<file path="config.mk">
export PLATFORM = sky130hd
export DESIGN_NAME = cmd_data_controller
export DESIGN_NICKNAME = d
export VERILOG_FILES = /design/src/rtl/cmd_pkg.sv /design/src/rtl/word_serializer.sv /design/src/rtl/cmd_data_controller.sv
export SDC_FILE = /design/constraint.sdc
export NUM_CORES = 1
export LEC_CHECK = 0
export CORE_MARGIN = 2
export CORE_UTILIZATION = 38
export CTS_CLUSTER_DIAMETER = 150
export DETAILED_ROUTE_END_ITERATION = 6
export HOLD_SLACK_MARGIN = 0.06
export PLACE_DENSITY_LB_ADDON = 0.12
export SYNTH_ARGS = -nofsm -noshare
export SYNTH_HDL_FRONTEND = slang
export SYNTH_SLANG_ARGS = --single-unit
</file>
<file path="constraint.sdc">
create_clock -name clk -period 6.2 [get_ports clk]
set_clock_uncertainty 0.1 [all_clocks]
set_input_delay 1.24 -clock clk [delete_from_list [all_inputs] [get_ports clk]]
set_output_delay 1.24 -clock clk [all_outputs]
set_load 0.005 [all_outputs]
</file>
<file path="src/rtl/cmd_pkg.sv">
// Shared opcodes, debug codes and FSM state encoding for the UART command engine.
package cmd_pkg;

    localparam logic [7:0] OP_SINGLE   = 8'h04;
    localparam logic [7:0] OP_BURST    = 8'h05;
    localparam logic [7:0] OP_RANGE    = 8'h06;
    localparam logic [7:0] OP_CHAN     = 8'h07;
    localparam logic [7:0] OP_DROP     = 8'h42;
    localparam logic [7:0] DBG_TIMEOUT = 8'hEE;
    localparam logic [7:0] FILL_BYTE   = 8'hFF;

    typedef enum logic [2:0] {
        IDLE,
        GET_ARG,
        FETCH,
        SEND,
        NEXT
    } state_t;

    // Number of bytes needed to carry an address/count argument.
    function automatic int arg_bytes(input int addr_w);
        return (addr_w + 7) / 8;
    endfunction

endpackage

</file>
<file path="src/rtl/word_serializer.sv">
// Sends one memory word MSB byte first, one byte per non-busy cycle, with a gap
// cycle after every strobe so a transmitter whose busy lags by one cycle is respected.
module word_serializer #(
    parameter int DATA_W = 8
) (
    input  logic              clk,
    input  logic              rst,
    input  logic              i_load,
    input  logic [DATA_W-1:0] i_word,
    input  logic              i_busy,
    output logic              o_new_data_tx,
    output logic [7:0]        o_data_tx,
    output logic              o_done
);

    localparam int NB = DATA_W / 8;
    localparam int BW = $clog2(NB + 1);

    typedef enum logic [1:0] {
        SER_IDLE,
        SER_SEND,
        SER_GAP
    } ser_state_t;

    ser_state_t        r_state;
    logic [DATA_W-1:0] r_shift;
    logic [BW-1:0]     r_left;

    always_ff @(posedge clk or posedge rst) begin
        if (rst) begin
            r_state <= SER_IDLE;
            r_shift <= '0;
            r_left  <= '0;
        end else begin
            case (r_state)
                SER_IDLE: begin
                    if (i_load) begin
                        r_shift <= i_word;
                        r_left  <= BW'(NB);
                        r_state <= SER_SEND;
                    end
                end
                SER_SEND: begin
                    if (!i_busy) begin
                        r_shift <= r_shift << 8;
                        r_left  <= r_left - 1'b1;
                        r_state <= SER_GAP;
                    end
                end
                SER_GAP: begin
                    r_state <= (r_left == '0) ? SER_IDLE : SER_SEND;
                end
                default: r_state <= SER_IDLE;
            endcase
        end
    end

    // The strobe follows busy combinationally so no byte is ever offered while busy is high.
    assign o_new_data_tx = (r_state == SER_SEND) && !i_busy;
    assign o_data_tx     = r_shift[DATA_W-1 -: 8];
    assign o_done        = (r_state == SER_GAP) && (r_left == '0);

endmodule

</file>
<file path="src/rtl/cmd_data_controller.sv">
// UART command engine: decodes opcodes, collects arguments and streams memory
// words to the transmitter (single read, full burst, ranged burst, channel, drop).
module cmd_data_controller
    import cmd_pkg::*;
#(
    parameter int ADDR_W         = 8,
    parameter int DATA_W         = 8,
    parameter int CHANNELS       = 1,
    parameter int DATA_LENGTH    = 116,
    parameter int READ_LATENCY   = 1,
    parameter int TIMEOUT_CYCLES = 1000000,
    localparam int CW            = (CHANNELS > 1) ? $clog2(CHANNELS) : 1
) (
    input  logic              clk,
    input  logic              rst,
    input  logic              i_new_data_rx,
    input  logic [7:0]        i_data_rx,
    input  logic              i_busy,
    output logic              o_new_data_tx,
    output logic [7:0]        o_data_tx,
    output logic [ADDR_W-1:0] o_addr,
    output logic [CW-1:0]     o_chan,
    input  logic [DATA_W-1:0] i_data,
    output logic              o_drop,
    output logic [7:0]        o_debug
);

    localparam int AB  = arg_bytes(ADDR_W);
    localparam int NB  = DATA_W / 8;
    localparam int ACW = $clog2(AB + 1);
    localparam int LW  = $clog2(READ_LATENCY + 2);
    localparam int TW  = $clog2(TIMEOUT_CYCLES + 1);
    localparam logic [ADDR_W:0] LEN  = (ADDR_W + 1)'(DATA_LENGTH);
    localparam logic [ADDR_W:0] LAST = (ADDR_W + 1)'(DATA_LENGTH - 1);

    state_t            r_state;
    logic [7:0]        r_op;
    logic              r_phase;
    logic [ACW-1:0]    r_arg_cnt;
    logic [ADDR_W-1:0] r_shift;
    logic [ADDR_W-1:0] r_start;
    logic [ADDR_W:0]   r_remaining;
    logic [LW-1:0]     r_lat;
    logic [TW-1:0]     r_timeout;
    logic [ADDR_W-1:0] r_addr;
    logic [CW-1:0]     r_chan;
    logic              r_drop;
    logic [7:0]        r_debug;

    logic [ADDR_W-1:0] w_arg;
    logic              w_last_arg;
    logic              w_range_ok;
    logic              w_addr_oor;
    logic              w_load;
    logic              w_done;
    logic [DATA_W-1:0] w_word;

    // Surplus high bits of the first argument byte fall off the top here.
    assign w_arg      = ADDR_W'({r_shift, i_data_rx});
    assign w_last_arg = (r_arg_cnt == ACW'(AB - 1));
    assign w_range_ok = ({1'b0, r_start} < LEN) && (w_arg != '0);
    assign w_addr_oor = ({1'b0, r_addr} >= LEN);
    assign w_load     = (r_state == FETCH) && (r_lat == LW'(READ_LATENCY));
    assign w_word     = w_addr_oor ? {NB{FILL_BYTE}} : i_data;

    always_ff @(posedge clk or posedge rst) begin
        if (rst) begin
            r_state     <= IDLE;
            r_op        <= 8'h00;
            r_phase     <= 1'b0;
            r_arg_cnt   <= '0;
            r_shift     <= '0;
            r_start     <= '0;
            r_remaining <= '0;
            r_lat       <= '0;
            r_timeout   <= '0;
            r_addr      <= '0;
            r_chan      <= '0;
            r_drop      <= 1'b0;
            r_debug     <= 8'h00;
        end else begin
            case (r_state)
                IDLE: begin
                    r_timeout <= '0;
                    r_arg_cnt <= '0;
                    r_phase   <= 1'b0;
                    if (i_new_data_rx) begin
                        r_op <= i_data_rx;
                        case (i_data_rx)
                            OP_SINGLE, OP_RANGE, OP_CHAN: r_state <= GET_ARG;
                            OP_BURST: begin
                                r_addr      <= '0;
                                r_remaining <= LEN;
                                r_lat       <= '0;
                                r_state     <= FETCH;
                            end
                            OP_DROP: begin
                                r_drop <= ~r_drop;
                                r_addr <= '0;
                            end
                            default: r_debug <= i_data_rx;
                        endcase
                    end
                end
                GET_ARG: begin
                    if (i_new_data_rx) begin
                        r_timeout <= '0;
                        r_shift   <= w_arg;
                        r_arg_cnt <= r_arg_cnt + 1'b1;
                        if (r_op == OP_CHAN) begin
                            r_chan  <= CW'({1'b0, i_data_rx} % 9'(CHANNELS));
                            r_state <= IDLE;
                        end else if (w_last_arg) begin
                            r_arg_cnt <= '0;
                            if (r_op == OP_SINGLE) begin
                                r_addr      <= w_arg;
                                r_remaining <= (ADDR_W + 1)'(1);
                                r_lat       <= '0;
                                r_state     <= FETCH;
                            end else if (!r_phase) begin
                                r_start <= w_arg;
                                r_phase <= 1'b1;
                            end else if (w_range_ok) begin
                                r_addr      <= r_start;
                                r_remaining <= {1'b0, w_arg};
                                r_lat       <= '0;
                                r_state     <= FETCH;
                            end else begin
                                r_state <= IDLE;
                            end
                        end
                    end else if (r_timeout == TW'(TIMEOUT_CYCLES - 1)) begin
                        r_debug <= DBG_TIMEOUT;
                        r_state <= IDLE;
                    end else begin
                        r_timeout <= r_timeout + 1'b1;
                    end
                end
                FETCH: begin
                    if (w_load) r_state <= SEND;
                    else        r_lat   <= r_lat + 1'b1;
                end
                SEND: begin
                    if (w_done) r_state <= NEXT;
                end
                NEXT: begin
                    // Bursts stop at the last valid word even if the count asks for more.
                    if (r_remaining == (ADDR_W + 1)'(1) || {1'b0, r_addr} == LAST) begin
                        r_state <= IDLE;
                    end else begin
                        r_addr      <= r_addr + 1'b1;
                        r_remaining <= r_remaining - 1'b1;
                        r_lat       <= '0;
                        r_state     <= FETCH;
                    end
                end
                default: r_state <= IDLE;
            endcase
        end
    end

    word_serializer #(
        .DATA_W (DATA_W)
    ) u_ser (
        .clk           (clk),
        .rst           (rst),
        .i_load        (w_load),
        .i_word        (w_word),
        .i_busy        (i_busy),
        .o_new_data_tx (o_new_data_tx),
        .o_data_tx     (o_data_tx),
        .o_done        (w_done)
    );

    assign o_addr  = r_addr;
    assign o_chan  = r_chan;
    assign o_drop  = r_drop;
    assign o_debug = r_debug;

endmodule

</file>
[After elaboration in Yosys (flattened, before gate mapping)]
Index checks and enable logic that the tools add are counted.
Word-level totals
  register bits after elaboration: 80
  output and inout bits: 27
  word-level logic and storage cells: 169
Operators by class
  add/sub/neg operators: 6
  order comparisons: 2
  eq/ne operators: 40
  mux-type cells: 72
  bitwise operators: 6
  reduce and logical (&&, ||, !) cells: 29
Operator list (number)
  8-bit two-way mux: 16
  9-bit two-way mux: 9
  8-bit by 3-bit == test with 1-bit output (second input constant): 6
  20-bit two-way mux: 2
  20-bit case mux with 2 select lines: 1
  8-bit case mux with 2 select lines: 2
  2-bit two-way mux: 14
  3-bit two-way mux: 9
  9-bit case mux with 3 select lines: 1
  2-bit inequality test (second input constant): 12
  8-bit case mux with 3 select lines: 1
  20-bit by 1-bit adder with 20-bit output (second input constant): 1
  20-bit == test (second input constant): 1
  9-bit AND reduction: 2
  8-bit by 7-bit == test with 1-bit output (second input constant): 2
  3-bit case mux with 5 select lines: 1
  3-bit inequality test (second input constant): 4
  1-bit two-way mux: 10
  10-bit AND reduction: 1
  5-bit AND reduction: 2
  9-bit by 1-bit == test with 1-bit output (second input constant): 1
  9-bit by 1-bit subtractor with 9-bit output (second input constant): 1
  8-bit by 1-bit adder with 8-bit output (second input constant): 1
  8-bit by 7-bit >= comparator with 1-bit output (second input constant): 1
  34 further kinds: 54

[Logic depth before layout (Yosys ltp)]
  word-level depth: 9
  mapped depth: 8

[Hierarchy]
A second synthesis with hierarchy kept.
Second synthesis, totals
  cell total of the unflattened synthesis: 469
  area, all modules: 4664.5 um^2
By module, submodules not included
  cmd_data_controller: instances 1, cells each 415, area each 4043.9 um^2, sequential area each 1726.7 um^2
  word_serializer: instances 1, cells each 54, area each 620.6 um^2, sequential area each 275.3 um^2

[Least setup slack after synthesis]
OpenSTA, ideal clock, no wires.
  path type: input-to-output
  from: input port i_busy
  to: output port o_new_data_tx
  arrival time: 1.689 ns
  required time: 4.860 ns
  setup slack: 3.171 ns
  stages on the path: 4
  path buffers: 1
  path through: nor2_1 > nand2_1 > clkbuf_1 > inv_1
On the way
  longest elaborated chain between the ends: 2
Ends and longest elaborated chain
  start, declared: RTL line cmd_data_controller.sv:18  | input logic i_busy,
  1-bit zero test
  1-bit logical AND: RTL line word_serializer.sv:59  | assign o_new_data_tx = (r_state == SER_SEND) && !i_busy;
  end, declared: RTL line cmd_data_controller.sv:19  | output logic o_new_data_tx,
Every way passes these cells.

[Final worst setup path]
Same ends and word-level chain as after synthesis.

==> flow_summary.json <==
{
  "design_area_mm2": 0.00535,
  "status": "finished, violations left",
  "post_dp_cell_area_mm2": 0.00505,
  "drtAntennaViolNets": 0,
  "worst_pin_slew_ns": 0.817,
  "use_met1": 0.270,
  "grt_pass1_vias": 3556,
  "total_power_uw": 2480,
  "yosysWarnings": 0,
  "grt.met2_usage": 0.273,
  "vdd_ir_drop_max_mv": 0.185,
  "area_growth_pct": 18.1,
  "synth.cell_area_mm2": 0.00453,
  "ios": 47,
  "post_cts_buffers": 0,
  "synth_fp_nets": 484,
  "globalplace.congestion": 0.873,
  "core_area_mm2": 0.0115,
  "drtPass1Iterations": 7,
  "yosys.area.top_type_share": 0.442,
  "die_y_um": 113,
  "p_leak_uw": 0.00210,
  "drcViolationCount": 4,
  "initial_core_util": 0.393,
  "ys.flop_type": "dfrtp_1",
  "num_vias": 3725,
  "drive_gt1_frac": 0.117,
  "clock.fmax_mhz": 253,
  "cts.path.max_buffers": 2,
  "finalHoldViolCount": 0,
  "postLayoutCoreUtil": 0.464,
  "synth-edff-count": 0,
  "dieArea_mm2": 0.0128,
  "overflow": 0,
  "wire_per_inst_um": 18.0,
  "nets": 516,
  "worst-setup-path-type": "input pin to primary output",
  "track_usage": 0.188,
  "ctsRootBufferMaster": "clkbuf_16",
  "fin_setup_tns_ns": 0,
  "cts_hold_buf": 0,
  "dr.first_iter.drc_count": 288,
  "grt_use_met3": 0.0332,
  "slew_headroom": 0.453,
  "top_usage_layer": "met2",
  "num_rows": 39,
  "maxCapViolCount": 0,
  "multi_input_area_mm2": 0.00233,
  "ys_seq_area_frac": 0.442,
  "failed_checks": "design-rule violations",
  "nFillCells": 1112,
  "cts_tree": "built",
  "cp.arrival_ns": 2.61,
  "seqCellArea_mm2": 0.00200,
  "postCtsResizedCells": 0,
  "synth-seq-cells": 80,
  "async_flop_share": 1.00,
  "synth.area.top_cells": "dfrtp_1, mux2_2, a21oi_1, nor2_1, nand2_1",
  "antenna_found_initial": 0,
  "grt_pass1_wl_mm": 18.8,
  "synth_cell_types": 72,
  "clkSinkCount": 80,
  "finalSetupViolations": 0,
  "critPathRequiredTime_ns": 4.86,
  "critPathLaunchType": "input pin",
  "path_clk_slew_ns": 0.06,
  "syn_avg_cell_area_um2": 9.88,
  "critPathCaptureType": "primary output",
  "numCtsBuffers": 9,
  "slew_viol_final": 0,
  "min_period_over_period": 0.638,
  "clk_latency_ns": 0.34,
  "fin_cells": 638,
  "hp-class": "flip-flop to flip-flop",
  "yosysTopAreaCell": "dfrtp_1",
  "num_antenna_cells": 0,
  "pwr_density_cell_mw_per_mm2": 464,
  "port-buffer-count": 45,
  "synth_cells": 458,
  "grt_setup_unrepaired": "false",
  "worstPathMaxFanout": 11,
  "grt_max_degree": 43,
  "dp_hpwl_mm": 7.93,
  "place_inst": 622,
  "wirelength_mm": 11.5,
  "fin_crit_ns": 3.95,
  "htree_levels": 3,
  "die_w_um": 113,
  "viasPerCell": 5.84
}
worst max-delay path: stages:
cell             delay (ns)
clkdlybuf4s50_1        0.42
nor2_1                 0.09
nand2_1                0.22
inv_1                  0.13
clkdlybuf4s50_1        0.50
cells by family after synthesis:
family	share of synthesized area
AND/OR/NAND/NOR	0.212
AO/OA/AOI/OAI	0.186
flip-flops	0.442
buffers and inverters	0.0434
multiplexers	0.0741
XOR/XNOR	0.0252
adder cells (fa/ha/maj)	0.0166
other	0.000829
power breakdown:
part	switching, uW	internal (uW)
Clock	209	333
Sequential	203	707
Combinational	534	495
cell type report:
class	instances	area share
well taps	143	0.0335
multi-input cells	334	0.435
clock inverters	3	0.00749
inverters	17	0.0122
flip-flops and latches	80	0.374
repair buffers	48	0.0885
clock buffers	13	0.0487
placed cells by master (no fill, tap or decap), types with 5 or more instances in the layout:
| cell | synthesis | routed |
|---|---|---|
| nor4_1 | 6 | 6 |
| or4_1 | 9 | 9 |
| nand3_1 | 14 | 14 |
| a21oi_1 | 32 | 32 |
| nand4_1 | 7 | 7 |
| dfrtp_1 | 80 | 80 |
| inv_1 | 17 | 16 |
| o21ai_0 | 14 | 14 |
| clkdlybuf4s50_1 | 0 | 45 |
| nor3b_1 | 5 | 5 |
| nor3_1 | 8 | 8 |
| mux2_2 | 20 | 20 |
| or3_1 | 12 | 12 |
| xnor2_1 | 8 | 8 |
| o22a_1 | 9 | 9 |
| nand2_1 | 27 | 27 |
| o31ai_1 | 8 | 8 |
| a32oi_1 | 5 | 5 |
| mux2i_1 | 8 | 8 |
| xor2_1 | 5 | 5 |
| a31oi_1 | 7 | 7 |
| o211ai_1 | 7 | 7 |
| clkbuf_16 | 0 | 9 |
| ha_1 | 6 | 6 |
| nor2_1 | 37 | 37 |
| o41ai_1 | 6 | 6 |
routing by layer:
metal	wire length, um	share of wire
met5	0	0
met4	221	0.019
met3	693	0.060
met2	5010	0.44
met1	5560	0.48
path summary, 6_finish.rpt:
check | end | cells past startpoint | startpoint | slack, ns
min in group asynchronous | r_lat[1] | 2 | rst | 1.21
worst max-delay path | o_new_data_tx | 5 | i_busy | 2.25
worst min-delay path | o_drop | 1 | o_drop | 0.37
max in group asynchronous | o_debug[3] | 3 | rst | 3.81
worst max register to register | r_state[0] | 6 | r_timeout[0] | 3.50
worst min register to register | o_drop | 1 | o_drop | 0.37
Yosys cell counts, drive strengths merged, types with 2 or more instances:
cell type and n:
a32oi 5, clkbuf 18, o31ai 8, a22o 2, ha 6, nand4 7, and2 4, mux2i 8
or4 11, nand3 14, nand2b 2, nor2b 3, or3 12, a31oi 7, buf 9, xnor2 8
a311oi 2, nand4bb 2, dfrtp 80, o2111ai 2, or2 2, o21ai 16, o22a 9, nor4b 2
and3 3, xor2 5, a21oi 32, nand2 28, nor3b 7, nor4 8, nor2 37, nor3 9
o41ai 6, mux2 22, o211ai 7, or3b 4, nand3b 2, a22oi 4, o22ai 4, o32a 4
or4b 2, inv 17, o2bb2ai 3, and4 2
metrics by stage:
stage,setup slack (ns),hold slack (ns)
after floorplan,2.81,0.357
after global placement,2.24,0.364
after detailed placement,2.23,0.364
after CTS,2.22,0.376
after global routing,2.10,0.400
final,2.25,0.371
sequential cells by signal, summed over array words and instances (netlist names):
register	flops
r_op	8
o_drop	1
u_ser.o_data_tx	8
r_start	8
u_ser.r_left	1
r_timeout	20
r_arg_cnt	1
r_phase	1
r_lat	2
r_remaining	9
u_ser.r_state	2
o_debug	8
o_addr	8
r_state	3
No activity file was read; power rests on OpenSTA's default activity.
